**src/rtl/fcn_output_stage.sv**
```systemverilog
// Output stage of the FCN PE array: banks final accumulators, applies bias, rounding shift,
// optional ReLU and saturation, then streams one channel per cycle over valid/ready.
module fcn_output_stage #(
  parameter int unsigned NUM_PE = 8,
  parameter int unsigned ACC_W  = 24,
  parameter int unsigned BIAS_W = 16,
  parameter int unsigned OUT_W  = 9,
  parameter int unsigned IDX_W  = $clog2(NUM_PE)
) (
  input  logic                       clk,
  input  logic                       rst_n,
  input  logic                       acc_valid,
  output logic                       acc_ready,
  input  logic [NUM_PE*ACC_W-1:0]    acc_data,
  input  logic [NUM_PE*BIAS_W-1:0]   bias_data,
  input  logic [4:0]                 shift,
  input  logic                       relu_en,
  output logic                       clr_acc,
  output logic                       out_valid,
  input  logic                       out_ready,
  output logic [OUT_W-1:0]           out_data,
  output logic [IDX_W-1:0]           out_idx,
  output logic                       out_last,
  output logic                       busy
);

  localparam int unsigned SUM_W = ACC_W + 2;
  localparam int unsigned SH_W  = 5;
  localparam logic signed [SUM_W-1:0] SAT_MAX = SUM_W'((1 << (OUT_W - 1)) - 1);
  localparam logic signed [SUM_W-1:0] SAT_MIN = ~SAT_MAX;
  localparam logic [IDX_W-1:0]        IDX_LAST = IDX_W'(NUM_PE - 1);

  typedef enum logic [1:0] {S_IDLE, S_LOAD, S_EMIT} state_t;

  state_t               state_q, state_d;
  logic [ACC_W-1:0]     acc_bank_q  [NUM_PE];
  logic [ACC_W-1:0]     acc_bank_d  [NUM_PE];
  logic [BIAS_W-1:0]    bias_bank_q [NUM_PE];
  logic [BIAS_W-1:0]    bias_bank_d [NUM_PE];
  logic [SH_W-1:0]      shift_q, shift_d;
  logic                 relu_q, relu_d;
  logic [IDX_W-1:0]     idx_q, idx_d;
  logic [IDX_W-1:0]     idx_nxt;
  logic [OUT_W-1:0]     out_data_q, out_data_d;
  logic                 out_valid_q, out_valid_d;
  logic                 out_last_q, out_last_d;
  logic                 clr_acc_q, clr_acc_d;
  logic                 acc_ready_q, acc_ready_d;
  logic                 busy_q, busy_d;

  // Bias add, round-half-up arithmetic shift, ReLU and saturation for one lane.
  function automatic logic [OUT_W-1:0] lane_calc(
    input logic [ACC_W-1:0]  acc,
    input logic [BIAS_W-1:0] bias,
    input logic [SH_W-1:0]   sh,
    input logic              relu
  );
    logic signed [SUM_W-1:0] sum;
    logic signed [SUM_W-1:0] res;
    sum = $signed({{(SUM_W - ACC_W){acc[ACC_W-1]}}, acc})
        + $signed({{(SUM_W - BIAS_W){bias[BIAS_W-1]}}, bias});
    if (sh != '0) begin
      sum = sum + $signed(SUM_W'(1) << (sh - SH_W'(1)));
    end
    res = sum >>> sh;
    if (relu && res[SUM_W-1]) begin
      res = '0;
    end
    if (res > SAT_MAX) begin
      lane_calc = SAT_MAX[OUT_W-1:0];
    end else if (res < SAT_MIN) begin
      lane_calc = SAT_MIN[OUT_W-1:0];
    end else begin
      lane_calc = res[OUT_W-1:0];
    end
  endfunction

  always_comb begin
    state_d     = state_q;
    acc_bank_d  = acc_bank_q;
    bias_bank_d = bias_bank_q;
    shift_d     = shift_q;
    relu_d      = relu_q;
    idx_d       = idx_q;
    out_data_d  = out_data_q;
    out_valid_d = out_valid_q;
    out_last_d  = out_last_q;
    clr_acc_d   = 1'b0;
    acc_ready_d = acc_ready_q;
    busy_d      = busy_q;
    idx_nxt     = idx_q + IDX_W'(1);

    case (state_q)
      S_IDLE: begin
        if (acc_valid && acc_ready_q) begin
          for (int unsigned i = 0; i < NUM_PE; i++) begin
            acc_bank_d[i]  = acc_data[i*ACC_W +: ACC_W];
            bias_bank_d[i] = bias_data[i*BIAS_W +: BIAS_W];
          end
          // Shifts past the accumulator width collapse to the widest meaningful shift.
          shift_d     = (shift >= SH_W'(ACC_W)) ? SH_W'(ACC_W - 1) : shift;
          relu_d      = relu_en;
          idx_d       = '0;
          state_d     = S_LOAD;
          clr_acc_d   = 1'b1;
          acc_ready_d = 1'b0;
          busy_d      = 1'b1;
        end
      end
      S_LOAD: begin
        out_data_d  = lane_calc(acc_bank_q[0], bias_bank_q[0], shift_q, relu_q);
        idx_d       = '0;
        out_valid_d = 1'b1;
        out_last_d  = (NUM_PE == 1);
        state_d     = S_EMIT;
      end
      S_EMIT: begin
        if (out_ready) begin
          if (idx_q == IDX_LAST) begin
            state_d     = S_IDLE;
            out_valid_d = 1'b0;
            out_last_d  = 1'b0;
            acc_ready_d = 1'b1;
            busy_d      = 1'b0;
          end else begin
            idx_d      = idx_nxt;
            out_data_d = lane_calc(acc_bank_q[idx_nxt], bias_bank_q[idx_nxt], shift_q, relu_q);
            out_last_d = (idx_nxt == IDX_LAST);
          end
        end
      end
      default: begin
        state_d     = S_IDLE;
        out_valid_d = 1'b0;
        out_last_d  = 1'b0;
        acc_ready_d = 1'b1;
        busy_d      = 1'b0;
      end
    endcase
  end

  always_ff @(posedge clk) begin
    if (!rst_n) begin
      state_q     <= S_IDLE;
      for (int unsigned i = 0; i < NUM_PE; i++) begin
        acc_bank_q[i]  <= '0;
        bias_bank_q[i] <= '0;
      end
      shift_q     <= '0;
      relu_q      <= 1'b0;
      idx_q       <= '0;
      out_data_q  <= '0;
      out_valid_q <= 1'b0;
      out_last_q  <= 1'b0;
      clr_acc_q   <= 1'b0;
      acc_ready_q <= 1'b1;
      busy_q      <= 1'b0;
    end else begin
      state_q     <= state_d;
      acc_bank_q  <= acc_bank_d;
      bias_bank_q <= bias_bank_d;
      shift_q     <= shift_d;
      relu_q      <= relu_d;
      idx_q       <= idx_d;
      out_data_q  <= out_data_d;
      out_valid_q <= out_valid_d;
      out_last_q  <= out_last_d;
      clr_acc_q   <= clr_acc_d;
      acc_ready_q <= acc_ready_d;
      busy_q      <= busy_d;
    end
  end

  assign acc_ready = acc_ready_q;
  assign clr_acc   = clr_acc_q;
  assign out_valid = out_valid_q;
  assign out_data  = out_data_q;
  assign out_idx   = idx_q;
  assign out_last  = out_last_q;
  assign busy      = busy_q;

endmodule

```
**config.mk**
```make
export PLATFORM = sky130hd
export DESIGN_NAME = fcn_output_stage
export DESIGN_NICKNAME = d
export VERILOG_FILES = /design/src/rtl/fcn_output_stage.sv
export SDC_FILE = /design/constraint.sdc
export NUM_CORES = 1
export LEC_CHECK = 0
export CAP_MARGIN = 20
export CORE_MARGIN = 4
export CORE_UTILIZATION = 50
export CTS_CLUSTER_DIAMETER = 200
export DETAILED_ROUTE_END_ITERATION = 8
export MAX_ROUTING_LAYER = met4
export PLACE_DENSITY_LB_ADDON = 0.05
export SLEW_MARGIN = 20
export SYNTH_ARGS = -nofsm -noshare
export SYNTH_HDL_FRONTEND = slang
export SYNTH_SLANG_ARGS = --single-unit
```
**constraint.sdc**
```tcl
create_clock -name clk -period 13.2 [get_ports clk]
set_clock_uncertainty 0.1 [all_clocks]
set_input_delay 1.98 -clock clk [delete_from_list [all_inputs] [get_ports clk]]
set_output_delay 1.98 -clock clk [all_outputs]
set_load 0.01 [all_outputs]
```
# After elaboration in Yosys (flattened, before gate mapping)
# Cells that the tools add are included.
# Widths: inputs -> output; s select.
[classes] n_mux=47 order_cmp=6 add_sub_neg=6 bitwise=3 n_eq_ne=8 shift=3 reduce_logical=15
[op_table] operator="$mux 26" n=12
[op_table] operator="$bmux 24 s3" n=1
[op_table] operator="$mux 9" n=6
[op_table] operator="$add 25x26->26" n=2
[op_table] operator="$gt 26x9->1 const B" n=2
[op_table] operator="$lt 26x9->1 const B" n=2
[op_table] operator="$sshr 26x5->26" n=2
[op_table] operator="$add 24x16->25" n=2
[op_table] operator="$bmux 16 s3" n=1
[op_table] operator="$mux 24" n=2
[op_table] operator="$mux 16" n=2
[op_table] operator="$shl 1x5->26 const A" n=1
[op_table] operator="$pmux 9 s2" n=1
[op_table] operator="$mux 1" n=9
[op_table] operator="$mux 3" n=3
[op_table] operator="$pmux 1 s3" n=3
[op_table] operator="$pmux 3 s3" n=1
[op_table] operator="$reduce_and 3->1" n=3
[op_table] operator="$ne 2x2->1 const B" n=4
[op_table] operator="$reduce_and 4->1" n=2
[op_table] operator="$eq 3x3->1 const B" n=2
[op_table] operator="$mux 2" n=3
[op_table] operator="$pmux 2 s3" n=1
[op_table] operator="$reduce_and 2->1" n=3
[op_table] operator="other kinds (15)" n=18
[totals] word_cells=114 out_inout_bits=17 regBits=345 inputBits=330

# Logic depth before layout (Yosys ltp)
# Gate-level depths: netlist (run 1).
[depth] word_depth=23 ltp_mapped=37 depth_no_buf=30

# Worst setup path after synthesis (run 1)
# Ideal clock, no wire load.
[synth_path] kind="register to register" from="reg idx_q[0], in the netlist out_idx[0]" to="reg out_data_q[6], in the netlist out_data[6]" path_buffers=7 period_less_slack_ns=9.095 required_time_ns=13.009 arrival_ns=8.904 setup_slack_ns=4.105 setup_time_ns=0.091 stages_incl_launch_ff=32 path_cell_list="dfxtp_1 clkbuf_1 buf_1 buf_1 inv_1 ha_1 clkbuf_1 buf_1 buf_1 mux4_2 nand2_1 nand2_1 ha_1 a21o_1 nor3_1 a21oi_1 a21oi_1 xnor2_1 ha_1 buf_6 a21oi_2 o21ai_2 a311oi_1 a21oi_1 a211oi_4 xnor2_2 a222oi_1 o2111ai_1 or4_4 o41ai_4 o211ai_1 a311oi_1"
[synth_between] elab_chain_len=23 elab_cells_between_ends=30 classes_between="3 x add/sub; 2 x order compare; 2 x eq/ne; 1 x shift; 19 x mux; 1 x bitwise; 2 x reduce/logical"
[synth_rtl] element="from (decl)" line="42" text="logic [IDX_W-1:0] idx_q, idx_d;"
[synth_rtl] element="from (signal assigned)" line="164" text="idx_q <= idx_d;"
[synth_rtl] element="$add 3x1->3" line="91" text="idx_nxt = idx_q + IDX_W'(1);"
[synth_rtl] element="$not 3->4 (not written as such)" line="127" text="out_data_d = lane_calc(acc_bank_q[idx_nxt], bias_bank_q[idx_nxt], shift_q, relu_q);"
[synth_rtl] element="$bmux 24 s3 or $bmux 16 s3 (tied branches)" line="127"
[synth_rtl] element="$mux 24 (not written as such) or $mux 16 (tied branches) (2 in a row)" line="127"
[synth_rtl] element="$add 24x16->25" line="61" text="+ $signed({{(SUM_W - BIAS_W){bias[BIAS_W-1]}}, bias});"
[synth_rtl] element="$add 25x26->26" line="63" text="sum = sum + $signed(SUM_W'(1) << (sh - SH_W'(1)));"
[synth_rtl] element="$mux 26" line="62" text="if (sh != '0) begin"
[synth_rtl] element="$mux 26" line="119" text="if (idx_q == IDX_LAST) begin"
[synth_rtl] element="[... 6 more ...]"
[synth_rtl] element="$mux 26" line="118" text="if (out_ready) begin"
[synth_rtl] element="$mux 26" line="93" text="case (state_q)"
[synth_rtl] element="$lt 26x9->1" line="71" text="end else if (res < SAT_MIN) begin"
[synth_rtl] element="$mux 9" line="71"
[synth_rtl] element="$mux 9" line="69" text="if (res > SAT_MAX) begin"
[synth_rtl] element="$mux 9" line="119"
[synth_rtl] element="$mux 9" line="118"
[synth_rtl] element="$pmux 9 s2" line="93"
[synth_rtl] element="to (signal assigned)" line="165" text="out_data_q <= out_data_d;"
[synth_rtl] element="to (decl)" line="44" text="logic [OUT_W-1:0] out_data_q, out_data_d;"
# Parallel ways exist; a longest one is shown, timed or not. The select of a mux whose other input is x is not followed.
# A chain may end at the register's enable or synchronous reset.

# Worst setup path in the final report (run 1)
# Same ends and word-level chain as after synthesis.

==> results by group, run 1 <==
Drt
  – DRC Markers: 0
  – DR WL/cell: roughly 23 µm
  – Initial drt markers: between 2000 and 3000
  – Via count: 26523
  – Via/cell ratio: 6.28
  – Total wire length: between 90000 and 100000 µm
  – Initial DRT Pass Iterations: 6
  – DRT antenna net count: 0

Min path
  – Hold path depth: 2
  – Worst min path class: register to register

Setup path
  – Crit path max fanout: 46
  – Critical path data arrival time: ~11000 ps
  – Most common cell on crit path: nand2_1
  – CP Class: register to register
  – Critical path startpoint category: register
  – R2R setup slack: between 3000 and 4000 ps
  – Slowest cell delay on critical path: 940 ps
  – CP endpoint kind: register
  – Required time worst endpoint: approximately 14000 ps
  – Slowest cell on crit path: dfxtp_4
  – Worst reg-to-reg path cell count: 29

Timing
  – Tcrit/Tclk final: 0.771
  – Final setup vio count: 0
  – Setup slack after layout: between 3000 and 4000 ps
  – Min cycle time layout: 10170 ps
  – Hold Violations, Final: 0
  – F_max: about 98 MHz
  – Hold Slack: approximately 350 ps
  – RSZ-0062 raised after global routing: false
  – Slew Limit Fails: 0
  – Setup TNS: 0 ps
  – Worst-Margin Slew: roughly 1100 ps
  – Relative slew slack: 0.293

Yosys
  – Number of library cell types mapped by synthesis: 97
  – Mapped cell area: about 25000 µm²
  – Commonest cells in the netlist: 984 x nand2_1, 345 x dfxtp_1, 286 x a21boi_0
  – Synth area leader: dfxtp_1
  – Post-synth EDFFs: 0
  – Synth Register Bits: between 300 and 400
  – Area share of the largest cell type after synthesis: 0.273
  – Top cells by area, synth: dfxtp_1 27%, nand2_1 15%, a21boi_0 8.5%
  – Mean area per synthesized cell: approximately 7.6 µm²
  – Yosys warns: 0
  – Main synth FF type: dfxtp_1
  – Ys async rst share: 0
  – Syn Nets: roughly 3800
  – Cell with the most instances after synthesis: nand2_1
  – Sequential share of the synthesized area: 0.273
  – Synth Instances: between 3000 and 4000

Placed design
  – Placer Congestion: 1.06
  – Placement Setup Slack: between 3000 and 4000 ps
  – DP HPWL: 76700 µm
  – Port buffer count: 346

Floorplan
  – Core ar.: roughly 50000 µm²
  – Die width: approximately 230 µm
  – Rows: roughly 80
  – Initial Util: 0.505
  – Die area: 54300 µm²
  – IO Count: approximately 350
  – Chip height: 233 µm

Power and ir drop
  – PwrDens: roughly 120 nW/µm²
  – Pwr Total: around 0.0038 W
  – Maximum VDD drop: 0.120 mV
  – Pleak: 11.6 nW

Clock network
  – CTS Buf Count: 38
  – Clock transition at the registers of the reported paths: about 60 ps
  – Maximum buffer depth of the clock tree: 3
  – Post-CTS Hold Buffers: 0
  – Worst skew pair latency: 570 ps
  – # Post-CTS Setup Buffers: 0
  – TritonCTS sink count: 345
  – Clock Tree Root: clkbuf_16
  – CTS resizes: 0
  – CTS tree: done
  – H-tree Lvls: 2

Finish
  – P&R area growth vs syn: 19.4%
  – Nets@finish: about 4000
  – Layout cells sized above 1: 0.0647
  – Final core area utilization: 0.603
  – # fillers: roughly 4500
  – Ant diodes: 0

GRT
  – Vias in the first global route: 25700
  – Gr usage total: 0.361
  – Pin count of the biggest net entering global routing: about 120
  – First-pass GRT wire length: between 100000 and 150000 µm
  – Grt total ovfl: 0
  – Initial antenna violation count: 0

Flow run
  – Max-cap viol count: 0

Status
  – Run status: complete, no violations
==> state kept, by name, indices dropped and copies added, names as in the netlist, 2 cells and up <==
name         cells
acc_bank_q     192
bias_bank_q    128
out_data         9
out_idx          3
shift_q          5
state_q          2
==> path summary, 6_finish.rpt <==
check                               start                      endpoint
min reg2reg  bias_bank_q[10]$_SDFFE_PN0P_  bias_bank_q[10]$_SDFFE_PN0P_
max               out_idx[0]$_SDFFE_PN0P_      out_data[6]$_SDFFE_PN0P_
max reg2reg       out_idx[0]$_SDFFE_PN0P_      out_data[6]$_SDFFE_PN0P_
min          bias_bank_q[10]$_SDFFE_PN0P_  bias_bank_q[10]$_SDFFE_PN0P_
==> report_power, final <==
group | leakage [nW] | internal (W) | total (W) | switching (W)
Clock | 0.626 | 0.000630 | 0.00109 | 0.000456
Sequential | 2.83 | 0.00114 | 0.00121 | 0.0000769
Combinational | 8.17 | 0.000546 | 0.00148 | 0.000937
==> cells by family (layout without fill, tap and decap cells) <==
group,after synthesis,after routing,synth area share
simple gates,1424,1424,0.236
compound gates,973,973,0.268
mux,142,142,0.0987
xor+xnor,82,82,0.0286
buf+inv,283,482,0.0433
fa+ha+maj,105,105,0.0530
flops,345,345,0.273
==> per-layer routing <==
layer  wire length (µm)  global-route usage
met4               6070               0.183
met3               8100              0.0594
met5                  0                   -
met1              38800               0.442
met2              46200               0.577
==> layout by cell type, fill, tap and decap left out, types with 32 or more instances in the layout <==
cell type,synthesis,layout
xor2_1,36,36
a21oi_1,202,202
o21ai_0,112,112
nand3_1,41,40
nor3_1,52,51
a21boi_0,286,286
a211oi_1,56,56
dfxtp_1,345,342
clkbuf_16,0,38
clkdlybuf4s50_1,0,345
nand2_1,984,984
nor2_1,176,176
o211ai_1,41,41
mux2i_1,45,45
ha_1,101,100
mux4_2,85,85
inv_1,35,35
xnor2_1,45,45
buf_4,2,32
==> metrics by stage <==
stage	instance area, µm²	std cells
finish	30200	4225
global route	30200	4225
CTS	30200	4225
detailed placement	29000	4159
global placement	29000	4159
floorplan	25300	3354
==> area by class of cell <==
cell class	count	area [µm²]	area share
clock buffers	53	1110	0.0366
clock inverters	13	165	0.00546
inverters	38	143	0.00472
multi-input cells	2726	17400	0.574
flip-flops and latches	345	6910	0.229
well taps	672	841	0.0278
repair buffers	378	3700	0.122
==> critical path, delay by kind of cell, from the launching register on <==
family          cells  cell delay, ps
compound gates     14            4370
xor+xnor            1             360
fa+ha+maj           4            1830
buf+inv             3             930
flops               1             940
mux                 2             470
simple gates        5            1010
Note: power is estimated with default switching activity, not from simulation.
==> inputs of run 2 (changes only) <==
- clock period: 13.2 -> 9.35 ns (I/O delays scaled with it)
==> run 2 against run 1 <==
Critical path depth decreased by 1. Critical endpoint unchanged. Non-clock buffer count is 13 higher. Die area did not move. Total power rose by 38%. First-iteration DRC count is 11% higher. Register-to-register slack worse by 2400 ps. Worst setup slack lost 2400 ps. Flip-flop and latch count unchanged. Routed wire length increased by 1.8%. Clock power increased by 28%.
==> results by group, run 2 (synthesis results as in run 1) <==
Status
  – Run status: complete, no violations

Placed design
  – Port buffer count: 346 (unchanged)
  – Inst Count DP: 4172 (+0.31%)
  – Placement Setup Slack: 636 ps (-2570 ps)
  – Placer Congestion: 1.06 (+0.14%)
  – DP HPWL: 78300 µm (+2.1%)

Timing
  – Tcrit/Tclk final: 0.936 (+0.165)
  – Slew Limit Fails: 0 (unchanged)
  – Relative slew slack: 0.244 (-0.0491)
  – Hold Violations, Final: 0 (unchanged)
  – Min cycle time layout: 8750 ps (-1420 ps)
  – Setup slack after layout: 601 ps (-2430 ps)
  – Final setup vio count: 0 (unchanged)
  – Hold Slack: 351 ps (-2.57 ps)
  – F_max: 114 MHz (+16%)
  – Setup TNS: 0 ps (unchanged)
  – RSZ-0062 raised after global routing: false
  – Worst-Margin Slew: 1130 ps (+73.6 ps)

Floorplan
  – Die width: 233 µm (unchanged)
  – Chip height: 233 µm (unchanged)
  – IO Count: 347 (unchanged)
  – Rows: 82 (unchanged)
  – Initial Util: 0.505 (unchanged)
  – Die area: 54300 µm² (unchanged)
  – Core ar.: 50200 µm² (unchanged)

GRT
  – Vias in the first global route: 25705 (+0.019%)
  – Pin count of the biggest net entering global routing: 235 (+91%)
  – Gr usage total: 0.365 (+0.00461)
  – First-pass GRT wire length: 150000 µm (+1.2%)
  – Initial antenna violation count: 3 (+3)
  – Grt total ovfl: 0 (unchanged)

Flow run
  – Max-cap viol count: 0 (unchanged)

Drt
  – Initial DRT Pass Iterations: 6 (unchanged)
  – Initial drt markers: 3134 (+11%)
  – Total wire length: 101000 µm (+1.8%)
  – Via/cell ratio: 6.32 (+0.75%)
  – Via count: 26779 (+0.97%)
  – DR WL/cell: 23.8 µm (+1.6%)
  – DRT antenna net count: 0 (unchanged)
  – DRC Markers: 0 (unchanged)

Finish
  – Largest Register: acc_bank_q
  – Commonest non-fill, non-tap cell in the layout: nand2_1
  – Largest register FFs: 192 (unchanged)
  – Most frequent cells in the layout: 983 x nand2_1, 345 x clkdlybuf4s50_1, 342 x dfxtp_1, 286 x a21boi_0, 202 x a21oi_1
  – Nets@finish: 3973 (+0.28%)
  – Cell Count, Final, Fillers Out: 4234 (+0.21%)
  – Layout cells sized above 1: 0.0668 (+0.00210)
  – # fillers: 4445 (-0.27%)
  – P&R area growth vs syn: 19.4% (about the same)

Min path
  – Hold path depth: 2 (unchanged)
  – Hold Startpoint: bias_bank_q[44]$_SDFFE_PN0P_
  – Worst min path class: register to register
  – Hold worst-path end: bias_bank_q[44]$_SDFFE_PN0P_

Clock network
  – Clock Tree Root: clkbuf_16
  – CTS tree: done
  – H-tree Lvls: 2 (unchanged)
  – Worst skew pair latency: 550 ps (-20 ps)
  – CTS Buf Count: 36 (-5.3%)
  – Post-CTS Hold Buffers: 0 (unchanged)
  – TritonCTS sink count: 345 (unchanged)
  – Maximum buffer depth of the clock tree: 3 (unchanged)
  – Clock transition at the registers of the reported paths: 60 ps (about the same)

Setup path
  – CP endpoint kind: register
  – R2R setup slack: 600 ps (-2430 ps)
  – CP Class: register to register
  – R2r endpoint: out_data[6]$_SDFFE_PN0P_
  – CP delay by family, top: compound AO/OA/AOI/OAI gates
  – Worst reg-to-reg path cell count: 28 (-3.4%)
  – Slowest cell on crit path: ha_1
  – Most common cell on crit path: nand2_1
  – Reg2reg start: out_idx[0]$_SDFFE_PN0P_
  – Critical path data arrival time: 9080 ps (-1450 ps)
  – CP Buf/Inv Count: 2 (-1)
  – Required time worst endpoint: 9680 ps (-3880 ps)
  – Crit path max fanout: 31 (-33%)
  – Critical path startpoint category: register
  – Slowest cell delay on critical path: 620 ps (-320 ps)

Power and ir drop
  – Pleak: 11.6 nW (about the same)
  – PwrDens: 173 nW/µm² (+38%)
  – Maximum VDD drop: 0.133 mV (+11%)
## run 2: repair_timing
item | in CTS | in global routing
buffers inserted | 0 | 0
resized for setup | 0 | 1
endpoints found under the setup margin | 0 | 3
## run 2: routing by layer
metal / vias to the layer above / track usage / wire (µm)
li1: 12317 / - / -
met2: 1366 / 0.580 / 46600
met3: 303 / 0.0520 / 7780
met4: 0 / 0.185 / 6150
met5: - / - / 0
met1: 12793 / 0.456 / 40400
## run 2: worst max path at each step
stage | from | endpoint | slack [ps] | depth (start not counted)
after floorplan | out_idx[0]$_SDFFE_PN0P_ | out_data[6]$_SDFFE_PN0P_ | 250 | 31
after detailed placement | out_idx[0]$_SDFFE_PN0P_ | out_data[4]$_SDFFE_PN0P_ | 640 | 28
after CTS | out_idx[0]$_SDFFE_PN0P_ | out_data[4]$_SDFFE_PN0P_ | 570 | 28
after global routing | out_idx[0]$_SDFFE_PN0P_ | out_data[4]$_SDFFE_PN0P_ | 100 | 26
after global placement | out_idx[0]$_SDFFE_PN0P_ | out_data[6]$_SDFFE_PN0P_ | 810 | 28
final | out_idx[0]$_SDFFE_PN0P_ | out_data[6]$_SDFFE_PN0P_ | 600 | 28
## run 2: power breakdown
part	leakage (nW)	switching (W)	internal [W]
Combinational	8.24	0.00133	0.000783
Clock	0.552	0.000603	0.000793
Sequential	2.83	0.000108	0.00160
## run 2: through the flow
step           instance area, µm²   util  total power [W]
2_1_floorplan               25300      -          0.00303
3_3_place_gp                29100  0.580          0.00377
3_5_place_dp                29100  0.580          0.00379
4_1_cts                     30200  0.603          0.00517
5_1_grt                     30300  0.603          0.00543
6_report                    30300  0.603          0.00522
## run 2: final cells by class
| class | instances | area [µm²] | area share |
|---|---|---|---|
| Clock buffer | 52 | 1060 | 0.0351 |
| Timing Repair Buffer | 391 | 3840 | 0.127 |
| Tap cell | 672 | 841 | 0.0278 |
| Inverter | 38 | 143 | 0.00471 |
| Sequential cell | 345 | 6910 | 0.228 |
| Clock inverter | 9 | 68.8 | 0.00227 |
| Antenna cell | 1 | 2.50 | 0.0000827 |
| Multi-Input combinational cell | 2726 | 17400 | 0.575 |
## run 2: worst min-delay path: cells and delay by family (launching register included)
family	cells	cell delay, ps
DFF	1	310
AOI/OAI and AO/OA	1	50
and+or+nand+nor	1	50
